## src/rtl/rtc_bus_reader_if.sv

```systemverilog
// Multiplexed address/data bus between the RTC reader (master) and the RTC chip (slave).
interface rtc_bus_reader_if;
    logic [7:0] ad_in;
    logic [7:0] ad_out;
    logic       ad_oe;
    logic       cs_n;
    logic       rd_n;
    logic       wr_n;
    logic       ad_n;

    modport master (
        input  ad_in,
        output ad_out, ad_oe, cs_n, rd_n, wr_n, ad_n
    );

    modport slave (
        output ad_in,
        input  ad_out, ad_oe, cs_n, rd_n, wr_n, ad_n
    );
endinterface

```

## src/rtl/rtc_bus_reader.sv

```systemverilog
// Reads seconds..year from the RTC in one burst and presents them as latched BCD bytes.
//
// state  | meaning
// IDLE   | bus released, waiting for start_rd
// ADDR   | driving register address on AD, cs_n/wr_n/ad_n low
// GAP_A  | all strobes high between address and data
// DATA   | cs_n/rd_n low, RTC drives AD; captured on last cycle
// GAP_D  | all strobes high; then next register or DONE
// DONE   | outputs just loaded from shadow, done pulse
module rtc_bus_reader #(
    parameter int         T_PH      = 4,
    parameter logic [7:0] ADDR_SEG  = 8'h21,
    parameter logic [7:0] ADDR_MIN  = 8'h22,
    parameter logic [7:0] ADDR_HOR  = 8'h23,
    parameter logic [7:0] ADDR_DIA  = 8'h24,
    parameter logic [7:0] ADDR_MES  = 8'h25,
    parameter logic [7:0] ADDR_ANIO = 8'h26
) (
    input  logic                   CLK_NX,
    input  logic                   reset,
    input  logic                   start_rd,
    rtc_bus_reader_if.master       bus,
    output logic                   busy,
    output logic                   done,
    output logic [7:0]             seg,
    output logic [7:0]             min,
    output logic [7:0]             hora,
    output logic [7:0]             dia,
    output logic [7:0]             mes,
    output logic [7:0]             anio
);

    typedef enum logic [2:0] {
        S_IDLE,
        S_ADDR,
        S_GAP_A,
        S_DATA,
        S_GAP_D,
        S_DONE
    } state_t;

    localparam int                PH_W    = $clog2(T_PH) + 1;
    localparam logic [PH_W-1:0]   PH_LAST = PH_W'(T_PH - 1);
    localparam logic [2:0]        IDX_LAST = 3'd5;

    state_t          state;
    logic [PH_W-1:0] ph;
    logic [2:0]      idx;
    logic [7:0]      shadow [6];
    logic            ph_end;

    assign ph_end = (ph == PH_LAST);

    function automatic logic [7:0] addr_of(input logic [2:0] i);
        case (i)
            3'd0:    return ADDR_SEG;
            3'd1:    return ADDR_MIN;
            3'd2:    return ADDR_HOR;
            3'd3:    return ADDR_DIA;
            3'd4:    return ADDR_MES;
            default: return ADDR_ANIO;
        endcase
    endfunction

    // Burst sequencer: state, phase timer, registered bus strobes, shadow capture and output load.
    always_ff @(posedge CLK_NX) begin
        if (reset) begin
            state      <= S_IDLE;
            ph         <= '0;
            idx        <= '0;
            bus.cs_n   <= 1'b1;
            bus.rd_n   <= 1'b1;
            bus.wr_n   <= 1'b1;
            bus.ad_n   <= 1'b1;
            bus.ad_oe  <= 1'b0;
            bus.ad_out <= 8'h00;
            busy       <= 1'b0;
            done       <= 1'b0;
            seg        <= 8'h00;
            min        <= 8'h00;
            hora       <= 8'h00;
            dia        <= 8'h00;
            mes        <= 8'h00;
            anio       <= 8'h00;
            for (int i = 0; i < 6; i++) shadow[i] <= 8'h00;
        end else begin
            done <= 1'b0;
            unique case (state)
                S_IDLE: begin
                    if (start_rd) begin
                        state      <= S_ADDR;
                        ph         <= '0;
                        idx        <= 3'd0;
                        busy       <= 1'b1;
                        bus.cs_n   <= 1'b0;
                        bus.wr_n   <= 1'b0;
                        bus.ad_n   <= 1'b0;
                        bus.ad_oe  <= 1'b1;
                        bus.ad_out <= addr_of(3'd0);
                    end
                end
                S_ADDR: begin
                    if (ph_end) begin
                        state      <= S_GAP_A;
                        ph         <= '0;
                        bus.cs_n   <= 1'b1;
                        bus.wr_n   <= 1'b1;
                        bus.ad_n   <= 1'b1;
                        bus.ad_oe  <= 1'b0;
                        bus.ad_out <= 8'h00;
                    end else begin
                        ph <= ph + 1'b1;
                    end
                end
                S_GAP_A: begin
                    if (ph_end) begin
                        state    <= S_DATA;
                        ph       <= '0;
                        bus.cs_n <= 1'b0;
                        bus.rd_n <= 1'b0;
                    end else begin
                        ph <= ph + 1'b1;
                    end
                end
                S_DATA: begin
                    if (ph_end) begin
                        state       <= S_GAP_D;
                        ph          <= '0;
                        shadow[idx] <= bus.ad_in;
                        bus.cs_n    <= 1'b1;
                        bus.rd_n    <= 1'b1;
                    end else begin
                        ph <= ph + 1'b1;
                    end
                end
                S_GAP_D: begin
                    if (ph_end) begin
                        ph <= '0;
                        if (idx == IDX_LAST) begin
                            // All six values change on the same edge.
                            state <= S_DONE;
                            done  <= 1'b1;
                            seg   <= shadow[0];
                            min   <= shadow[1];
                            hora  <= shadow[2];
                            dia   <= shadow[3];
                            mes   <= shadow[4];
                            anio  <= shadow[5];
                        end else begin
                            state      <= S_ADDR;
                            idx        <= idx + 3'd1;
                            bus.cs_n   <= 1'b0;
                            bus.wr_n   <= 1'b0;
                            bus.ad_n   <= 1'b0;
                            bus.ad_oe  <= 1'b1;
                            bus.ad_out <= addr_of(idx + 3'd1);
                        end
                    end else begin
                        ph <= ph + 1'b1;
                    end
                end
                S_DONE: begin
                    state <= S_IDLE;
                    ph    <= '0;
                    busy  <= 1'b0;
                end
                default: begin
                    state <= S_IDLE;
                    ph    <= '0;
                end
            endcase
        end
    end

endmodule

```

## src/flat_wrapper.sv

```systemverilog
// flat-port wrapper written by rule: the top's interface ports become plain ports
module rtc_bus_reader_flat 
#(
    parameter int         T_PH      = 4,
    parameter logic [7:0] ADDR_SEG  = 8'h21,
    parameter logic [7:0] ADDR_MIN  = 8'h22,
    parameter logic [7:0] ADDR_HOR  = 8'h23,
    parameter logic [7:0] ADDR_DIA  = 8'h24,
    parameter logic [7:0] ADDR_MES  = 8'h25,
    parameter logic [7:0] ADDR_ANIO = 8'h26
)
  (CLK_NX, reset, start_rd, busy, done, seg, min, hora, dia, mes, anio, bus_ad_in, bus_ad_out, bus_ad_oe, bus_cs_n, bus_rd_n, bus_wr_n, bus_ad_n);
  rtc_bus_reader_if bus_i ();
  input  logic CLK_NX;
  input  logic reset;
  input  logic start_rd;
  output logic busy;
  output logic done;
  output logic [7:0] seg;
  output logic [7:0] min;
  output logic [7:0] hora;
  output logic [7:0] dia;
  output logic [7:0] mes;
  output logic [7:0] anio;
  input wire logic [$bits(bus_i.ad_in)-1:0] bus_ad_in;
  output wire logic [$bits(bus_i.ad_out)-1:0] bus_ad_out;
  output wire logic [$bits(bus_i.ad_oe)-1:0] bus_ad_oe;
  output wire logic [$bits(bus_i.cs_n)-1:0] bus_cs_n;
  output wire logic [$bits(bus_i.rd_n)-1:0] bus_rd_n;
  output wire logic [$bits(bus_i.wr_n)-1:0] bus_wr_n;
  output wire logic [$bits(bus_i.ad_n)-1:0] bus_ad_n;
  assign bus_i.ad_in = bus_ad_in;
  assign bus_ad_out = bus_i.ad_out;
  assign bus_ad_oe = bus_i.ad_oe;
  assign bus_cs_n = bus_i.cs_n;
  assign bus_rd_n = bus_i.rd_n;
  assign bus_wr_n = bus_i.wr_n;
  assign bus_ad_n = bus_i.ad_n;
  rtc_bus_reader #(.T_PH(T_PH), .ADDR_SEG(ADDR_SEG), .ADDR_MIN(ADDR_MIN), .ADDR_HOR(ADDR_HOR), .ADDR_DIA(ADDR_DIA), .ADDR_MES(ADDR_MES), .ADDR_ANIO(ADDR_ANIO)) u_core (.CLK_NX(CLK_NX), .reset(reset), .start_rd(start_rd), .bus(bus_i), .busy(busy), .done(done), .seg(seg), .min(min), .hora(hora), .dia(dia), .mes(mes), .anio(anio));
endmodule
```

## config.mk

```make
export PLATFORM = sky130hd
export DESIGN_NAME = rtc_bus_reader_flat
export DESIGN_NICKNAME = d
export VERILOG_FILES = /design/src/rtl/rtc_bus_reader_if.sv /design/src/rtl/rtc_bus_reader.sv /design/src/flat_wrapper.sv
export SDC_FILE = /design/constraint.sdc
export NUM_CORES = 1
export LEC_CHECK = 0
export CAP_MARGIN = 15
export CORE_UTILIZATION = 57
export DETAILED_ROUTE_END_ITERATION = 10
export PLACE_DENSITY = 0.84
export SYNTH_ARGS = -nofsm -noshare
export SYNTH_HDL_FRONTEND = slang
export SYNTH_SLANG_ARGS = --single-unit
export TNS_END_PERCENT = 1
```

## constraint.sdc

```tcl
create_clock -name CLK_NX -period 5 [get_ports CLK_NX]
set_input_delay 0.75 -clock CLK_NX [delete_from_list [all_inputs] [get_ports CLK_NX]]
set_output_delay 0.75 -clock CLK_NX [all_outputs]
set_load 0.03 [all_outputs]
```

==> metrics.md, run 1 <==
| Metric | Value |
|---|---|
| Antenna violations before repair | 0 |
| Global-route wire length before repair | 16.3 mm |
| Hold buffer count at CTS | 0 |
| Pins Over Slew Limit | 0 |
| Post-cts sizing count | 0 |
| Finished Layout Cells | 637 |
| Clock Tree Root | clkbuf_8 |
| Top cells by count, synth | 116 x nand2_1, 67 x dfxtp_1, 57 x a21oi_1 |
| Setup violators final | 0 |
| Pre-Repair DR Iteration Count | 5 |
| Peak VDD IR | 0.261 mV |
| Fmax | 363 MHz |
| Slew @ Worst Pin | 1.07 ns |
| Area Overhead vs Synth | 26.8% |
| Setup crit start | u_core.state[2] |
| Die X | 91.0 µm |
| Distinct cells, synth | 47 |
| Top-area cell type share of the netlist area | 31.9% |
| Routed Wire Length | 10.1 mm |
| Fin util | 74.5% |
| Post-synthesis sequential area ratio | 61.6% |
| Number of synthesized flops with an enable pin | 48 |
| Critical Path, Cell by Cell | or3b_1 > or3_1 > buf_4 > nand2_1 > a21oi_1 |
| Hold slack | 0.456 ns |
| H-tree depth | 4 |
| Die area | 8290 µm² |
| HP Start | hora[4] |
| CP max stage delay | between 0.7 and 0.8 ns |
| Wire per inst | 15.8 µm |
| Setup TNS Final | 0 ns |
| Slew HR | 27.9% |
| Clock transition at the registers of the reported paths | 0.05 ns |
| Number of vias per cell | roughly 5.5 |
| DR vias | around 3500 |
| Bufs on Longest Clock Path | 2 |
| Post-Syn Area | 4520 µm² |
| Initial drt markers | 310 |
| RSZ-0062 raised after global routing | false |
| Critical Path End Type | flip-flop |
| CP Max Fanout | 26 |
| All-layer global routing usage | 26.0% |
| Arrival @ worst endpoint | 3.11 ns |
| Slowest-stage cell, CP | or3_1 |
| Required @ worst endpoint | 5.35 ns |
| Reg-to-reg endpoint | hora[2] |
| Starting density of the core | about 59% |
| Pwr/cell area | around 370 nW/µm² |
| Worst reg-to-reg setup slack | 2.25 ns |
| Hold Crit Depth | 2 |
| Final Hold Viols | 0 |
| Largest cells by area after synthesis | edfxtp_1 32%, dfxtp_1 30%, nand2_1 9.6% |
| Core ar. | 7690 µm² |
| Layout Nets | 541 |
| Skew-Pair Late Insertion Delay | approximately 0.5 ns |
| Simple-gate share of the synthesized area | 20.6% |
| Pin count of the biggest net entering global routing | 73 |
| Placed insts | 606 |
| Combinational family with the most area after synthesis | simple AND/OR/NAND/NOR gates |
| # rows | 32 |
| Post-synthesis compound-gate area fraction | between 10% and 20% |
| Die H | 91.0 µm |
| Hold worst-path end | hora[4] |
| Hold WC Path Type | reg -> reg |
| Pwr Total | 2140 µW |
| Post-synthesis adder-cell area fraction | ~1.9% |
| Number of fill cells | approximately 520 |
| Most used DFF post-synth | dfxtp_1 |
| Most common cell in the netlist | nand2_1 |
| Period utilisation layout | 55.1% |
| GPL Wtd Cong | 0.922 |
| CTS tree | yes |
| Ports | 74 |
| Number of max-cap violations | 0 |
| Min cycle time layout | 2.75 ns |
| Xor-xnor portion of the synthesized cell area | 0.194% |
| # DRC | 0 |
| Post-Syn Area per Cell | 9.76 µm² |
| Mux contribution to synthesized area | 0.692% |
| Vias in the first global route | between 3000 and 4000 |
| Status | complete, no violations |
| Register bit total from synthesis | 115 |
| DPL Wire Length | approximately 6 mm |
| Port Buffers | 69 |
| Post-Synthesis Cells | 463 |
| N_diodes | 0 |
| Cts bufs inserted | 17 |
| Layout cell share with drive strength beyond 1 | ~7.5% |
| Post-CTS setup repair buffer count | 0 |
| Grt ovf | 0 |
| Worst setup SP type | flip-flop |
| Pleak | 0.00204 µW |
| Yosys Warn Count | 0 |
| Async SR Flop Fraction | 0% |
| R2R cell count | 5 |
| Reg-to-Reg Start | u_core.state[2] |
| Crit Path Category | reg -> reg |
| ANT nets after route | 0 |
| Clock sink total | 115 |
| Skew final | 0.00584 ns |
| Yosys top cell by area | edfxtp_1 |
==> critical path: cells and delay by family (launching register included) <==
| family | cells | cell delay, ns |
|---|---|---|
| AND/OR/NAND/NOR | 3 | 1.42 |
| buffers and inverters | 1 | 0.37 |
| AO/OA/AOI/OAI | 1 | 0.07 |
| flip-flops | 1 | 0.72 |
==> where the power goes <==
| part | switching [µW] | total [µW] | internal (µW) | leakage, µW |
|---|---|---|---|---|
| Combinational | 56.0 | 86.4 | 30.3 | 0.000758 |
| Clock | 406 | 1050 | 640 | 0.000248 |
| Sequential | 11.6 | 1010 | 997 | 0.00104 |
| Total | 474 | 2140 | 1670 | 0.00204 |
==> cell type report <==
cell class                 count  area, µm²  area share [%]
clock buffer                  21        460            8.04
clock inverter                10       58.8            1.03
inverter                      12       45.0           0.787
multi-input combinational    304       1540            26.8
sequential                   115       2780            48.6
tap                          102        128            2.23
timing repair buffer          73        716            12.5
==> state kept, by name, summed over array words and instances, names as in the netlist, 4 cells and up <==
register and flops:
u_core.bus.ad_out 4, dia 8, anio 8, u_core.shadow 48, min 8, mes 8, seg 8, hora 8
==> cell usage in the layout, fill, tap and decap left out, types with 3 or more instances in the layout <==
master | synthesis | routed
a21oi_1 | 57 | 57
and2_1 | 8 | 8
buf_4 | 5 | 4
clkbuf_16 | 0 | 17
clkdlybuf4s50_1 | 0 | 68
clkinv_2 | 0 | 5
clkinvlp_4 | 0 | 4
conb_1 | 1 | 4
dfxtp_1 | 67 | 67
edfxtp_1 | 48 | 48
ha_1 | 7 | 7
inv_1 | 12 | 12
nand2_1 | 116 | 116
nand3_1 | 3 | 3
nor2_1 | 41 | 41
nor2b_1 | 5 | 5
nor3_1 | 8 | 8
o21ai_0 | 8 | 8
or2_2 | 3 | 3
or3_1 | 3 | 3
or4_1 | 5 | 5
==> logic make-up (layout without fill, tap and decap cells) <==
group,count (synthesis),count (layout)
xor+xnor,1,1
fa+ha+maj,7,7
other cells,1,4
mux,3,3
simple gates,208,208
buf+inv,47,116
flops,115,115
compound gates,81,81
==> metal layers <==
layer / up-vias / global-route usage [%] / routed length (µm)
li1: 1686 / - / -
met1: 1619 / 30.6 / 3970
met2: 170 / 43.6 / 5210
met3: 27 / 6.53 / 624
met5: - / 0 / 0
met4: 0 / 14.6 / 276
==> stage by stage <==
| stage | instance area [µm²] | worst slack, ns |
|---|---|---|
| after floorplan | 4530 | 2.77 |
| after global placement | 5210 | 2.23 |
| after detailed placement | 5210 | 2.14 |
| after CTS | 5730 | 2.27 |
| after global routing | 5730 | 2.09 |
| final | 5730 | 2.25 |
==> worst max path at each step <==
stage	to	slack, ns	depth (start not counted)
3_3_place_gp	u_core.shadow[3][1]	2.23	5
3_5_place_dp	u_core.shadow[3][4]	2.14	5
2_1_floorplan	u_core.shadow[0][0]	2.77	6
5_1_grt	hora[2]	2.09	5
6_report	hora[2]	2.25	5
4_1_cts	hora[2]	2.27	5
Note: power is estimated with default switching activity, not from simulation.
==> run 2: changes to the inputs <==
--- a/config.mk
+++ b/config.mk
@@ -6,9 +6,9 @@
 export NUM_CORES = 1
 export LEC_CHECK = 0
 export CAP_MARGIN = 15
-export CORE_UTILIZATION = 57
+export CORE_UTILIZATION = 48
 export DETAILED_ROUTE_END_ITERATION = 10
-export PLACE_DENSITY = 0.84
+export PLACE_DENSITY = 0.76
 export SYNTH_ARGS = -nofsm -noshare
 export SYNTH_HDL_FRONTEND = slang
 export SYNTH_SLANG_ARGS = --single-unit
==> constraint.sdc (replaced) <==
create_clock -name CLK_NX -period 2.5 [get_ports CLK_NX]
set_input_delay 0.375 -clock CLK_NX [delete_from_list [all_inputs] [get_ports CLK_NX]]
set_output_delay 0.375 -clock CLK_NX [all_outputs]
set_load 0.03 [all_outputs]
==> run 2 against run 1 <==
  * Critical path type unchanged
  * First-iteration DRC count down 30%
  * Combinational power up 110%
  * Utilization down 11 points
  * Maximum frequency up 23%
  * Via count up 1.0%
  * Sequential power up 100%
  * Cell count up 3.1%
==> metrics.md, run 2 (synthesis gave the netlist of run 1 again) <==
| Metric | Value |
|---|---|
| Critical Path End Type | flip-flop |
| Routed Wire Length | 10.9 mm |
| Pins Over Slew Limit | 0 |
| Pin count of the biggest net entering global routing | 50 |
| Peak VDD IR | 0.740 mV |
| Worst reg-to-reg setup slack | 0.26 ns |
| RSZ-0062 raised after global routing | false |
| Skew-Pair Late Insertion Delay | 0.51 ns |
| Min cycle time layout | about 2.2 ns |
| Pleak | 0.00211 µW |
| Post-DP Area | 5310 µm² |
| R2R cell count | 5 |
| Grt ovf | 0 |
| # DRC | 0 |
| CP Max Fanout | 8 |
| Setup TNS Final | 0 ns |
| Port Buffers | just under 70 |
| CTS tree | yes |
| Area Overhead vs Synth | 29.7% |
| Vias in the first global route | 3423 |
| Hold Crit Depth | 2 |
| DR vias | 3537 |
| Clock transition at the registers of the reported paths | 0.05 ns |
| GPL Wtd Cong | 0.793 |
| Die X | about 99 µm |
| Number of max-cap violations | 0 |
| Cts bufs inserted | 17 |
| Slew @ Worst Pin | 0.593 ns |
| H-tree depth | 4 |
| Layout cell share with drive strength beyond 1 | under 10% |
| ANT nets after route | 0 |
| Initial drt markers | around 220 |
| Clock sink total | roughly 120 |
| Fin util | 63.7% |
| Number of vias per cell | between 5 and 6 |
| N_diodes | 0 |
| Finished Layout Cells | roughly 660 |
| Arrival @ worst endpoint | 2.40 ns |
| DPL Wire Length | 7.02 mm |
| Hold worst-path end | u_core.state[2] |
| Slew HR | 60.3% |
| Final Hold Viols | 0 |
| Crit Path Category | reg -> reg |
| Core ar. | roughly 9000 µm² |
| Status | complete, no violations |
| Reg-to-Reg Start | u_core.ph[0] |
| Starting density of the core | 49.1% |
| Fmax | ~450 MHz |
| Pwr/cell area | 751 nW/µm² |
| Most common cell after layout, fill and taps aside | nand2_1 |
| Most frequent cells in the layout | 116 x nand2_1, 68 x clkdlybuf4s50_1, 67 x dfxtp_1 |
| Skew final | 0.00784 ns |
| Bufs on Longest Clock Path | 2 |
| Max FFs per register | between 40 and 50 |
| Period utilisation layout | 89.7% |
| Ports | 74 |
| Antenna violations before repair | 0 |
| Global-route wire length before repair | 17.4 mm |
| # rows | 35 |
| Required @ worst endpoint | 2.66 ns |
| Die area | between 9000 and 10000 µm² |
| Pwr Total | 4400 µW |
| HP Start | reset |
| Wire per inst | 16.5 µm |
| Post-CTS setup repair buffer count | 0 |
| Die H | 99.0 µm |
| Top reg by flops | u_core.shadow |
| Worst setup SP type | flip-flop |
| Hold WC Path Type | in -> reg |
| Setup violators final | 0 |
| Reg-to-reg endpoint | u_core.shadow[0][7] |
| Design area | 5860 µm² |
| Placed insts | roughly 630 |
| Pre-Repair DR Iteration Count | 4 |
| Clock Tree Root | clkbuf_8 |
| Layout Nets | 552 |
| All-layer global routing usage | 23.5% |
## run 2: cell count changes in the layout (fill, tap and decap cells not counted), sizes merged
cell	delta
buf	+11
bufinv	+1
clkinv	-1
## run 2: how the worst max path moves through the flow
stage | startpoint | to | slack (ns) | cells past startpoint
final | u_core.ph[0] | u_core.shadow[0][7] | 0.26 | 5
after CTS | u_core.ph[0] | u_core.shadow[0][2] | 0.20 | 5
after floorplan | u_core.ph[0] | u_core.shadow[0][0] | 0.44 | 6
after detailed placement | u_core.ph[0] | u_core.shadow[2][2] | 0.31 | 5
after global placement | u_core.ph[0] | u_core.shadow[0][1] | 0.36 | 5
after global routing | u_core.ph[0] | u_core.shadow[0][7] | 0.09 | 5
## run 2: per-layer routing
metal	global-route usage (%)	wire [µm]	vias up
met2	40.5	5610	115
met5	0	0	-
met3	7.09	692	19
met1	27.3	4340	1703
met4	9.99	221	0
li1	-	-	1700
## run 2: repair_timing
| item | 4_1_cts | 5_1_grt |
|---|---|---|
| gates resized for setup | 0 | 1 |
| endpoints found under the hold margin | 0 | 0 |
| setup endpoints to repair | 0 | 4 |
| hold buffers | 0 | 0 |
## run 2: power breakdown
| part | switching (µW) | internal, µW | leakage, µW |
|---|---|---|---|
| logic | 118 | 65.8 | 0.000813 |
| registers | 25.3 | 1990 | 0.00104 |
| clock network | 817 | 1380 | 0.000256 |
| total | 960 | 3440 | 0.00211 |
## run 2: per-stage QoR
step	hold WS [ns]	worst slack (ns)
after floorplan	0.471	0.436
after global placement	0.445	0.360
after detailed placement	0.447	0.306
after CTS	0.255	0.199
after global routing	0.288	0.0874
final	0.275	0.258
## run 2: cell type report
class,count,area (µm²)
Fill cell,717,3330
Sequential cell,115,2780
Multi-Input combinational cell,304,1540
Timing Repair Buffer,84,811
Clock buffer,21,460
Tap cell,111,139
Clock inverter,10,82.6
Inverter,12,45.0
## run 2: critical path, cell delays in order, from the launching register on
cell and delay [ns]:
dfxtp_1 0.37, ha_1 0.28, and4bb_1 0.28, nand3_1 0.13, or4_1 0.45, nand2_1 0.38
